### config.mk
export PLATFORM = sky130hd
export DESIGN_NAME = thread_dispatch
export DESIGN_NICKNAME = d
export VERILOG_FILES = /design/src/rtl/thread_dispatch_pkg.sv /design/src/rtl/thread_ins_queue.sv /design/src/rtl/thread_dispatch.sv
export SDC_FILE = /design/constraint.sdc
export NUM_CORES = 2
export LEC_CHECK = 0
export ABC_AREA = 1
export BUFFER_PORTS_ARGS = -buffer_cell sky130_fd_sc_hd__buf_2
export CORE_ASPECT_RATIO = 0.6
export CORE_MARGIN = 5
export CORE_UTILIZATION = 39
export CTS_CLUSTER_DIAMETER = 50
export DETAILED_ROUTE_END_ITERATION = 8
export MAX_ROUTING_LAYER = met4
export SETUP_SLACK_MARGIN = 0.02
export SYNTH_ARGS = -nofsm -noshare
export SYNTH_HDL_FRONTEND = slang
export SYNTH_SLANG_ARGS = --single-unit
### constraint.sdc
create_clock -name clk -period 9.4 [get_ports clk]
set_clock_uncertainty 0.1 [all_clocks]
set_input_delay 0 -clock clk [delete_from_list [all_inputs] [get_ports clk]]
set_output_delay 0 -clock clk [all_outputs]
set_load 0.1 [all_outputs]
### src/rtl/thread_dispatch_pkg.sv
// Shared types for the issue stage of the 4-thread / 4-ALU core.
//   NUM_Threads / NUM_ALUs : core geometry
//   TID_IDLE               : thread id shown on a lane that carries nothing
//   thread_id_t            : 3-bit thread id (wide enough to encode TID_IDLE)
//   ins_entry_t            : one queued instruction word with its PC
package thread_dispatch_pkg;
    localparam int NUM_Threads = 4;
    localparam int NUM_ALUs    = 4;
    localparam int TID_W       = 3;

    typedef logic [TID_W-1:0] thread_id_t;

    localparam thread_id_t TID_IDLE = thread_id_t'(NUM_Threads);

    typedef struct packed {
        logic [31:0] pc;
        logic [31:0] ins;
    } ins_entry_t;
endpackage

### src/rtl/thread_ins_queue.sv
// Per-thread instruction FIFO.
//   clk, rst   : clock, async active-high reset
//   enq        : write enq_data at the tail (caller guarantees room)
//   deq        : pop the head (caller guarantees count > 0)
//   flush      : drop everything; overrides enq/deq
//   count      : number of valid entries
//   head       : oldest entry (meaningful only when count > 0)
module thread_ins_queue
    import thread_dispatch_pkg::*;
#(
    parameter int QDEPTH = 2,
    parameter int CW     = $clog2(QDEPTH + 1)
) (
    input  logic          clk,
    input  logic          rst,
    input  logic          enq,
    input  ins_entry_t    enq_data,
    input  logic          deq,
    input  logic          flush,
    output logic [CW-1:0] count,
    output ins_entry_t    head
);
    localparam int PW = (QDEPTH > 1) ? $clog2(QDEPTH) : 1;
    localparam logic [PW-1:0] PTR_LAST = PW'(QDEPTH - 1);

    ins_entry_t    mem [QDEPTH];
    logic [PW-1:0] wr_ptr, rd_ptr;

    function automatic logic [PW-1:0] ptr_inc(input logic [PW-1:0] p);
        return (p == PTR_LAST) ? '0 : p + PW'(1);
    endfunction

    always_ff @(posedge clk or posedge rst) begin
        if (rst) begin
            wr_ptr <= '0;
            rd_ptr <= '0;
            count  <= '0;
        end else if (flush) begin
            wr_ptr <= '0;
            rd_ptr <= '0;
            count  <= '0;
        end else begin
            if (enq) wr_ptr <= ptr_inc(wr_ptr);
            if (deq) rd_ptr <= ptr_inc(rd_ptr);
            count <= count + CW'(enq) - CW'(deq);
        end
    end

    // Storage needs no reset; when full with enq+deq together, the write
    // lands in the slot whose old contents are being issued this cycle.
    always_ff @(posedge clk) begin
        if (enq && !flush) mem[wr_ptr] <= enq_data;
    end

    assign head = mem[rd_ptr];
endmodule

### src/rtl/thread_dispatch.sv
// Issue stage: queues fetched words per thread and grants up to NUM_ALUs
// threads per cycle to ready lanes, round-robin from rr_ptr.
//   ins/pc_in        : fetched word + PC per thread (ins==0 is a bubble)
//   jump_en          : per-thread redirect, flushes that thread's queue
//   thread_busy      : thread may not issue this cycle
//   alu_ready        : lane can accept an instruction
//   hold             : registered back-pressure to fetch
//   dispatch_threads : thread id issued per lane (TID_IDLE when idle)
//   alu_valid/ins/pc : registered lane payload
//   overflow_err     : sticky, set when a word hit a full queue
module thread_dispatch
    import thread_dispatch_pkg::*;
#(
    parameter int QDEPTH = 2
) (
    input  logic                             clk,
    input  logic                             rst,
    input  logic [NUM_Threads-1:0][31:0]     ins,
    input  logic [NUM_Threads-1:0][31:0]     pc_in,
    input  logic [NUM_Threads-1:0]           jump_en,
    input  logic [NUM_Threads-1:0]           thread_busy,
    input  logic [NUM_ALUs-1:0]              alu_ready,
    output logic [NUM_Threads-1:0]           hold,
    output logic [NUM_ALUs-1:0][TID_W-1:0]   dispatch_threads,
    output logic [NUM_ALUs-1:0]              alu_valid,
    output logic [NUM_ALUs-1:0][31:0]        alu_ins,
    output logic [NUM_ALUs-1:0][31:0]        alu_pc,
    output logic                             overflow_err
);
    localparam int CW  = $clog2(QDEPTH + 1);
    localparam int RRW = (NUM_Threads > 1) ? $clog2(NUM_Threads) : 1;
    localparam logic [CW-1:0] QD    = CW'(QDEPTH);
    localparam logic [CW-1:0] QD_M1 = CW'(QDEPTH - 1);

    logic [CW-1:0]          count [NUM_Threads];
    ins_entry_t             head  [NUM_Threads];
    logic [NUM_Threads-1:0] eligible, deq, enq_req, enq_ok, ovf_now, hold_d;
    logic [RRW-1:0]         rr_ptr, rr_d;

    logic [NUM_ALUs-1:0][TID_W-1:0] tid_d;
    logic [NUM_ALUs-1:0]            vld_d;
    logic [NUM_ALUs-1:0][31:0]      ins_d, pc_d;

    for (genvar g = 0; g < NUM_Threads; g++) begin : g_q
        thread_ins_queue #(.QDEPTH(QDEPTH), .CW(CW)) u_q (
            .clk      (clk),
            .rst      (rst),
            .enq      (enq_ok[g]),
            .enq_data ('{pc: pc_in[g], ins: ins[g]}),
            .deq      (deq[g]),
            .flush    (jump_en[g]),
            .count    (count[g]),
            .head     (head[g])
        );
        assign eligible[g] = (count[g] != '0) && !thread_busy[g] && !jump_en[g];
    end

    // Round-robin allocation: each eligible thread, in scan order, takes the
    // lowest free ready lane; once lanes run out later threads simply miss.
    always_comb begin
        int   t;
        logic found;
        t         = 0;
        found     = 1'b0;
        deq       = '0;
        tid_d     = {NUM_ALUs{TID_IDLE}};
        vld_d     = '0;
        ins_d     = '0;
        pc_d      = '0;
        rr_d      = rr_ptr;
        for (int i = 0; i < NUM_Threads; i++) begin
            t = int'(rr_ptr) + i;
            if (t >= NUM_Threads) t = t - NUM_Threads;
            found = 1'b0;
            if (eligible[t]) begin
                for (int a = 0; a < NUM_ALUs; a++) begin
                    if (!found && alu_ready[a] && !vld_d[a]) begin
                        found    = 1'b1;
                        vld_d[a] = 1'b1;
                        tid_d[a] = thread_id_t'(t);
                        ins_d[a] = head[t].ins;
                        pc_d[a]  = head[t].pc;
                        deq[t]   = 1'b1;
                        rr_d     = RRW'((t + 1) % NUM_Threads);
                    end
                end
            end
        end
    end

    // Enqueue acceptance and next-cycle hold. A full queue still takes a word
    // if it pops the same cycle. hold leaves one slot for the word fetch
    // already has in flight.
    always_comb begin
        logic [CW-1:0] post;
        post = '0;
        for (int t = 0; t < NUM_Threads; t++) begin
            enq_req[t] = (ins[t] != 32'h0) && !jump_en[t];
            enq_ok[t]  = enq_req[t] && ((count[t] < QD) || ((count[t] == QD) && deq[t]));
            ovf_now[t] = enq_req[t] && !enq_ok[t];
            post       = jump_en[t] ? '0 : count[t] + CW'(enq_ok[t]) - CW'(deq[t]);
            hold_d[t]  = !jump_en[t] && (post >= QD_M1);
        end
    end

    always_ff @(posedge clk or posedge rst) begin
        if (rst) begin
            rr_ptr           <= '0;
            hold             <= '0;
            dispatch_threads <= {NUM_ALUs{TID_IDLE}};
            alu_valid        <= '0;
            alu_ins          <= '0;
            alu_pc           <= '0;
            overflow_err     <= 1'b0;
        end else begin
            rr_ptr           <= rr_d;
            hold             <= hold_d;
            dispatch_threads <= tid_d;
            alu_valid        <= vld_d;
            alu_ins          <= ins_d;
            alu_pc           <= pc_d;
            overflow_err     <= overflow_err | (|ovf_now);
        end
    end
endmodule

# Yosys cells after proc, flatten, opt, wreduce, memory -nomap -nowiden
# Memories as Yosys holds them, arrays and structs flattened.
# Cells that the tools add are included.
# classes
n_addsub	27
magnitude_cmp	24
n_eq_ne	4
muxes	227
bitwise	20
reduce_logical	117
# ops
operator	count
$mux W32	36
$mux W128	8
$bmux W64 S2	4
$mux W64	8
$mux W4	36
$ge A32 B1 Y1 const B	4
$ge A32 B3 Y1 const B	4
$lt A32 B4 Y1 const B	4
$not A32 Y32	4
$reduce_bool A32 Y1	4
$mux W1	83
$logic_and A1 B1 Y1	60
$or A4 B4 Y4	15
$mux W12	4
$mux W2	24
$mux W3	16
$logic_not A1 Y1	36
$reduce_bool A2 Y1	12
$sub A3 B3 Y4 const B	3
$ge A3 B3 Y1 const B	3
$add A1 B1 Y1 const B	8
$add A2 B1 Y2	4
$add A2 B2 Y2 const B	4
$bmux W1 S2	4
other kinds (12)	31
# totals
register_bits	295
ramBits	512
in_bits	270
out_inout_bits	277
word_cells	451
memories	4
# memory_table
name	depth	word_bits	read_ports	rd_clocked_by_memory_dff	wr	line	text
g_q[0].u_q.mem	2	64	1	0	1	thread_ins_queue.sv:26	ins_entry_t mem [QDEPTH];
g_q[1].u_q.mem	2	64	1	0	1	thread_ins_queue.sv:26	
g_q[2].u_q.mem	2	64	1	0	1	thread_ins_queue.sv:26	
g_q[3].u_q.mem	2	64	1	0	1	thread_ins_queue.sv:26	

# Depth between registers and ports, before layout
# depth
depth_word	84
ltp_mapped	30
ltp_nobuf	26

# Modules after synthesis
# A second synthesis with hierarchy kept.
# hier_totals
hier_cells	3745
area_unflattened_um2	40501.3
# modules_own_cells
module	n_inst	cells_per_inst	area_each_um2	seq_area_each_um2
thread_dispatch	1	2837	20547.2	6986.7
thread_ins_queue	4	227	4988.5	3943.8

# Worst setup path before layout
# OpenSTA, ideal clock, no wires.
# synth_path
path_type	register to register
startpoint	reg rr_ptr[0]
endpoint	mem g_q[0].u_q.mem[0][0] (netlist name) (enable)
setup_ns	0.486
arrival_time_ns	6.028
required_time_ns	8.814
path_slack_ns	2.786
stages_incl_launch_ff	25
path_buffers	5
synth_period_minus_slack_ns	6.614
cell_sequence	dfrtp_1 > inv_1 > buf_2 > buf_2 > clkbuf_1 > clkbuf_1 > ha_1 > inv_2 > buf_2 > o21ai_4 > nand3_1 > nand3_1 > nand2_1 > inv_1 > nand2_1 > nand2_1 > nand2_1 > nand2_1 > nand3_1 > clkinv_1 > nand2_2 > nand2_1 > nand2_1 > nand2_2 > nor2_1
# synth_between
elab_chain_len	59
elab_cells_between_ends	171
cone_classes	7 x add/sub; 12 x order compare; 87 x mux; 15 x bitwise; 50 x reduce/logical
# synth_rtl
item	line	text
from (decl)	thread_dispatch.sv:38	logic [RRW-1:0] rr_ptr, rr_d;
from (signal assigned)	thread_dispatch.sv:116	rr_ptr <= rr_d;
$sub A2 B3 Y4 or $ge A2 B3 Y1 (tied branches)	thread_dispatch.sv:73	if (t >= NUM_Threads) t = t - NUM_Threads;
$mux W32	thread_dispatch.sv:73	
$ge A32 B1 Y1 (not written as such) or $lt A32 B4 Y1 (tied branches)	thread_dispatch.sv:83	deq[t] = 1'b1;
$logic_and A1 B1 Y1 (not written as such)	thread_dispatch.sv:83	
$mux W1 (not written as such)	thread_dispatch.sv:83	
$demux W1 S2	thread_dispatch.sv:83	
$mux W4	thread_dispatch.sv:77	if (!found && alu_ready[a] && !vld_d[a]) begin
$mux W4	thread_dispatch.sv:75	if (eligible[t]) begin
[43 not listed]	n/a	
$mux W4	thread_dispatch.sv:77	
$mux W4 *	thread_dispatch.sv:75	
$logic_and A1 B1 Y1 *	thread_dispatch.sv:99	enq_ok[t] = enq_req[t] && ((count[t] < QD) || ((count[t] == QD) && deq[t]));
$logic_or A1 B1 Y1 *	thread_dispatch.sv:99	
$logic_and A1 B1 Y1 *	thread_dispatch.sv:99	
$logic_and A1 B1 Y1 *	thread_ins_queue.sv:52	if (enq && !flush) mem[wr_ptr] <= enq_data;
$mux W1 *	thread_ins_queue.sv:52	
$mux W1 (not written as such) *	thread_ins_queue.sv:52	
to (decl)	thread_ins_queue.sv:26	
# Every way passes the cells marked *; elsewhere a longest branch is shown, timed or not. The select of a mux whose other input is x is not followed.

# Worst setup path after layout
# layout_path
startpoint	reg rr_ptr[0]
endpoint	mem g_q[1].u_q.mem[0][19] (netlist name) (enable)
# layout_between
elab_chain_len	59
elab_cells_between_ends	171
cone_classes	7 x add/sub; 12 x order compare; 87 x mux; 15 x bitwise; 50 x reduce/logical
# layout_rtl
item	line
$sub A2 B3 Y4 or $ge A2 B3 Y1 (tied branches)	thread_dispatch.sv:73
$mux W32	thread_dispatch.sv:73
$ge A32 B1 Y1 (not written as such) or $lt A32 B4 Y1 (tied branches)	thread_dispatch.sv:83
$logic_and A1 B1 Y1 (not written as such)	thread_dispatch.sv:83
$mux W1 (not written as such)	thread_dispatch.sv:83
$demux W1 S2	thread_dispatch.sv:83
$mux W4	thread_dispatch.sv:77
$mux W4	thread_dispatch.sv:75
[43 not listed]	n/a
$mux W4	thread_dispatch.sv:77
$mux W4 *	thread_dispatch.sv:75
$logic_and A1 B1 Y1 *	thread_dispatch.sv:99
$logic_or A1 B1 Y1 *	thread_dispatch.sv:99
$logic_and A1 B1 Y1 *	thread_dispatch.sv:99
$logic_and A1 B1 Y1 *	thread_ins_queue.sv:52
$mux W1 *	thread_ins_queue.sv:52
$mux W1 (not written as such) *	thread_ins_queue.sv:52
to (decl)	thread_ins_queue.sv:26
# Marks and branches as above.

==> results.txt <==
drt drc: 0
Pwr Density: 395 mW/mm^2
row count: 90
Worst EP required: 9610 ps
synthesis warning total: 0
detailed-route via count: 37002
Mean Syn Cell Area: 9.33 um^2
GR Layer Usage met1: 42.6%
Max Slew Vio Count: 0
global-route wire length before repair: 237000 um
DR vias/cell: 5.69
largest net degree at the start of global routing: 138
Filler cells: 9215
CORE AREA: 0.100 mm^2
minimum clock period: 7370 ps
final net count: 5351
DIE AREA: 0.108 mm^2
crit-path max cell delay: 1120 ps
die width: 420 um
drt wl/cell: 25.5 um
worst path cell trace: inv_6 > nand3_1 > nand2_2 > nand2_4 > nand2_8 > nand2_4 > nand3_4 > nand2_1 > nor2_2 > nand2_2 > nand2_2 > nand2_2 > nand2_2 > o21ai_4 > nand2_1 > nand2_2 > nand2_1 > nand2_1 > nand2_2 > nor2_4 > buf_4
number of routed nets with antenna violations: 0
final hold vios: 0
fin crit share: 78.4%
Logic pwr share: 56.5%
initial core utilization: 39.3%
gr usage total: 30.7%
maximum clock frequency: 136 MHz
worst setup margin: 2030 ps
peak supply drop: 364 uV
critical setup path kind: register to register
met3 Usage GRT: 14.5%
clk slew on worst S/H paths: 60 ps
# Post-CTS Setup Buffers: 0
synthesis-to-finish area growth: 28.9%
Gates resized, CTS repair: 0
final wirelength: 166000 um
Sum Neg Setup Slack: 0 ps
Syn Std Cell Area: 0.0394 mm^2
status: completed
peak fanout along the critical path: 95
Sw Ratio: 56.4%
CP max-delay cell: nand3_4
Yosys reg bits: 807
die height: 256 um
Hold Buf Count CTS: 475
Sink Count: 807
RSZ-0062 raised after global routing: false
library cells used by synthesis: 54
Clk pwr share: 17.5%
most common flop cell mapped by yosys: edfxtp_1
Multi-input gate area: 0.0145 mm^2
gpl congestion: 1.06
Leakage: 21.6 nW
Num CTS Buffers: 84
r2r setup slk: 2030 ps
Final Total Pwr: 20.0 mW
most common cell after layout, fill and taps aside: nand2_1
grt ovf: 0
most frequent cells in the layout: nand2_1 (1038), o21ai_0 (639), buf_2 (546)
post-place setup slack: 2230 ps
sequential area share after synthesis: 57.8%
clk_lat worst skew: 680 ps
Root Driver: clkbuf_16
crit start category: register
Most Used Layer, Global Route: met1
initial antenna violation count: 28
worst hold margin: 26.2 ps
HPWL after DPL: 117000 um
I/O pins: 547
Top cell by count, worst path: nand2_2
P_sw: 11.3 mW
IO buf count: 546
HP Class: input port to register
# Max-Cap Violations: 0
Int Pwr: 8.74 mW
CTS tree: done
WP data arrival: 7570 ps
layout cells sized above 1: 16.6%
# setup viols final: 0
vias in the first global route: 34018
CTS max path bufs: 3
async set or reset register ratio after synthesis: 36.6%
H-tree level count: 3
Max transition margin: 2.60%
synthesized net count: 4512
Post-synth EDFFs: 512
Worst-Margin Slew: 1450 ps
Worst setup EP type: register
post-synthesis cell count: 4225
Reg power frac: 26.0%
initial DRC count: 5242
Reg area: 0.0228 mm^2
total iterations of the first detailed-routing run: 7
M2 GR Usage: 39.1%
==> logic make-up (layout without fill, tap and decap cells) <==
group           count (synthesis)  count (layout)  share of synthesized area [%]
buf+inv                       588            1497                           5.86
flops                         807             807                           57.8
mux                             1               1                         0.0286
xor+xnor                        5               5                          0.111
other cells                     0              32                              0
simple gates                 1522            1522                           16.1
fa+ha+maj                      17              17                          0.540
compound gates               1285            1285                           19.6
==> layer usage <==
layer	wire (um)	part of all wire, %
met1	69900	42
met4	6580	4.0
met2	63700	38
met3	25300	15
met5	0	0
==> state kept, by name, summed over array words and instances (netlist names) <==
name              count
alu_pc              128
g_q.u_q.wr_ptr        4
hold                  4
rr_ptr                2
alu_ins             128
overflow_err          1
g_q.u_q.count         8
dispatch_threads     12
g_q.u_q.mem         512
g_q.u_q.rd_ptr        4
alu_valid             4
==> cell type report <==
cell class / count / area share (%)
Sequential cell: 807 / 44.8
Clock buffer: 110 / 4.53
Clock inverter: 46 / 1.09
Timing Repair Buffer: 1075 / 15.6
Tap cell: 1334 / 3.29
Multi-Input combinational cell: 2830 / 28.5
Antenna cell: 32 / 0.158
Inverter: 266 / 2.01
==> worst paths after layout <==
check                                              start                              end  cells past startpoint
min in group asynchronous                            rst            alu_ins[23]$_DFF_PP0_                      4
setup reg to reg                   rr_ptr[0]$_DFFE_PP0P_  g_q[1].u_q.mem[0][19]$_DFFE_PP_                     21
hold reg to reg            g_q[0].u_q.wr_ptr$_DFFE_PP0P_    g_q[0].u_q.wr_ptr$_DFFE_PP0P_                      1
hold / removal                                   ins[99]   g_q[3].u_q.mem[0][3]$_DFFE_PP_                      2
setup / recovery                   rr_ptr[0]$_DFFE_PP0P_  g_q[1].u_q.mem[0][19]$_DFFE_PP_                     21
max in group asynchronous                            rst    g_q[3].u_q.rd_ptr$_DFFE_PP0P_                      6
==> stage by stage <==
stage / area [um^2] / utilization, % / std cells
global route: 50800 / 50.6 / 6497
detailed placement: 43100 / 42.9 / 5836
floorplan: 39400 / - / 4225
finish: 50800 / 50.6 / 6500
CTS: 50700 / 50.5 / 6467
global placement: 43100 / 42.9 / 5836
==> worst max-delay path: cells and delay by family, from the launching register on <==
kind / cells / cell delay, ps
buf+inv: 2 / 980
simple gates: 18 / 4620
compound gates: 1 / 270
flops: 1 / 870
==> power groups by stage <==
| stage | registers, mW | logic (mW) | clock network (mW) |
|---|---|---|---|
| 6_report | 5.21 | 11.3 | 3.50 |
| 5_1_grt | 5.28 | 12.0 | 3.69 |
| 4_1_cts | 5.21 | 10.9 | 3.55 |
| 3_5_place_dp | 5.28 | 10.7 | 0 |
| 3_3_place_gp | 5.27 | 10.7 | 0 |
| 2_1_floorplan | 7.89 | 4.76 | 0 |
==> synth_stat cells, types with 2 or more instances <==
library cell | number | area [um^2]
o22ai_1 | 198 | 1240
nor2_1 | 111 | 417
nor2_2 | 2 | 12.5
nor4_1 | 32 | 200
clkinv_1 | 4 | 15.0
nand3_1 | 294 | 1470
dfrtp_1 | 291 | 7280
a21oi_1 | 13 | 65.1
nor3_1 | 3 | 15.0
a31oi_1 | 261 | 1630
o21a_1 | 5 | 37.5
o21ai_0 | 641 | 3210
nand2_2 | 16 | 100
a21boi_0 | 2 | 15.0
o221ai_1 | 65 | 569
xnor2_1 | 4 | 35.0
o31ai_1 | 26 | 195
edfxtp_1 | 512 | 15400
buf_1 | 58 | 218
inv_1 | 250 | 938
nand2_1 | 1044 | 3920
nand4_1 | 5 | 31.3
o21ai_1 | 19 | 95.1
buf_2 | 16 | 80.1
o21ai_4 | 2 | 32.5
dfstp_2 | 4 | 105
o31ai_2 | 40 | 500
a32oi_1 | 2 | 17.5
nand3_2 | 5 | 50.1
ha_1 | 17 | 213
clkbuf_1 | 236 | 886
inv_2 | 12 | 45.0
buf_6 | 11 | 124
nand2_4 | 4 | 45.0
Power figures use the tool's default switching activity.
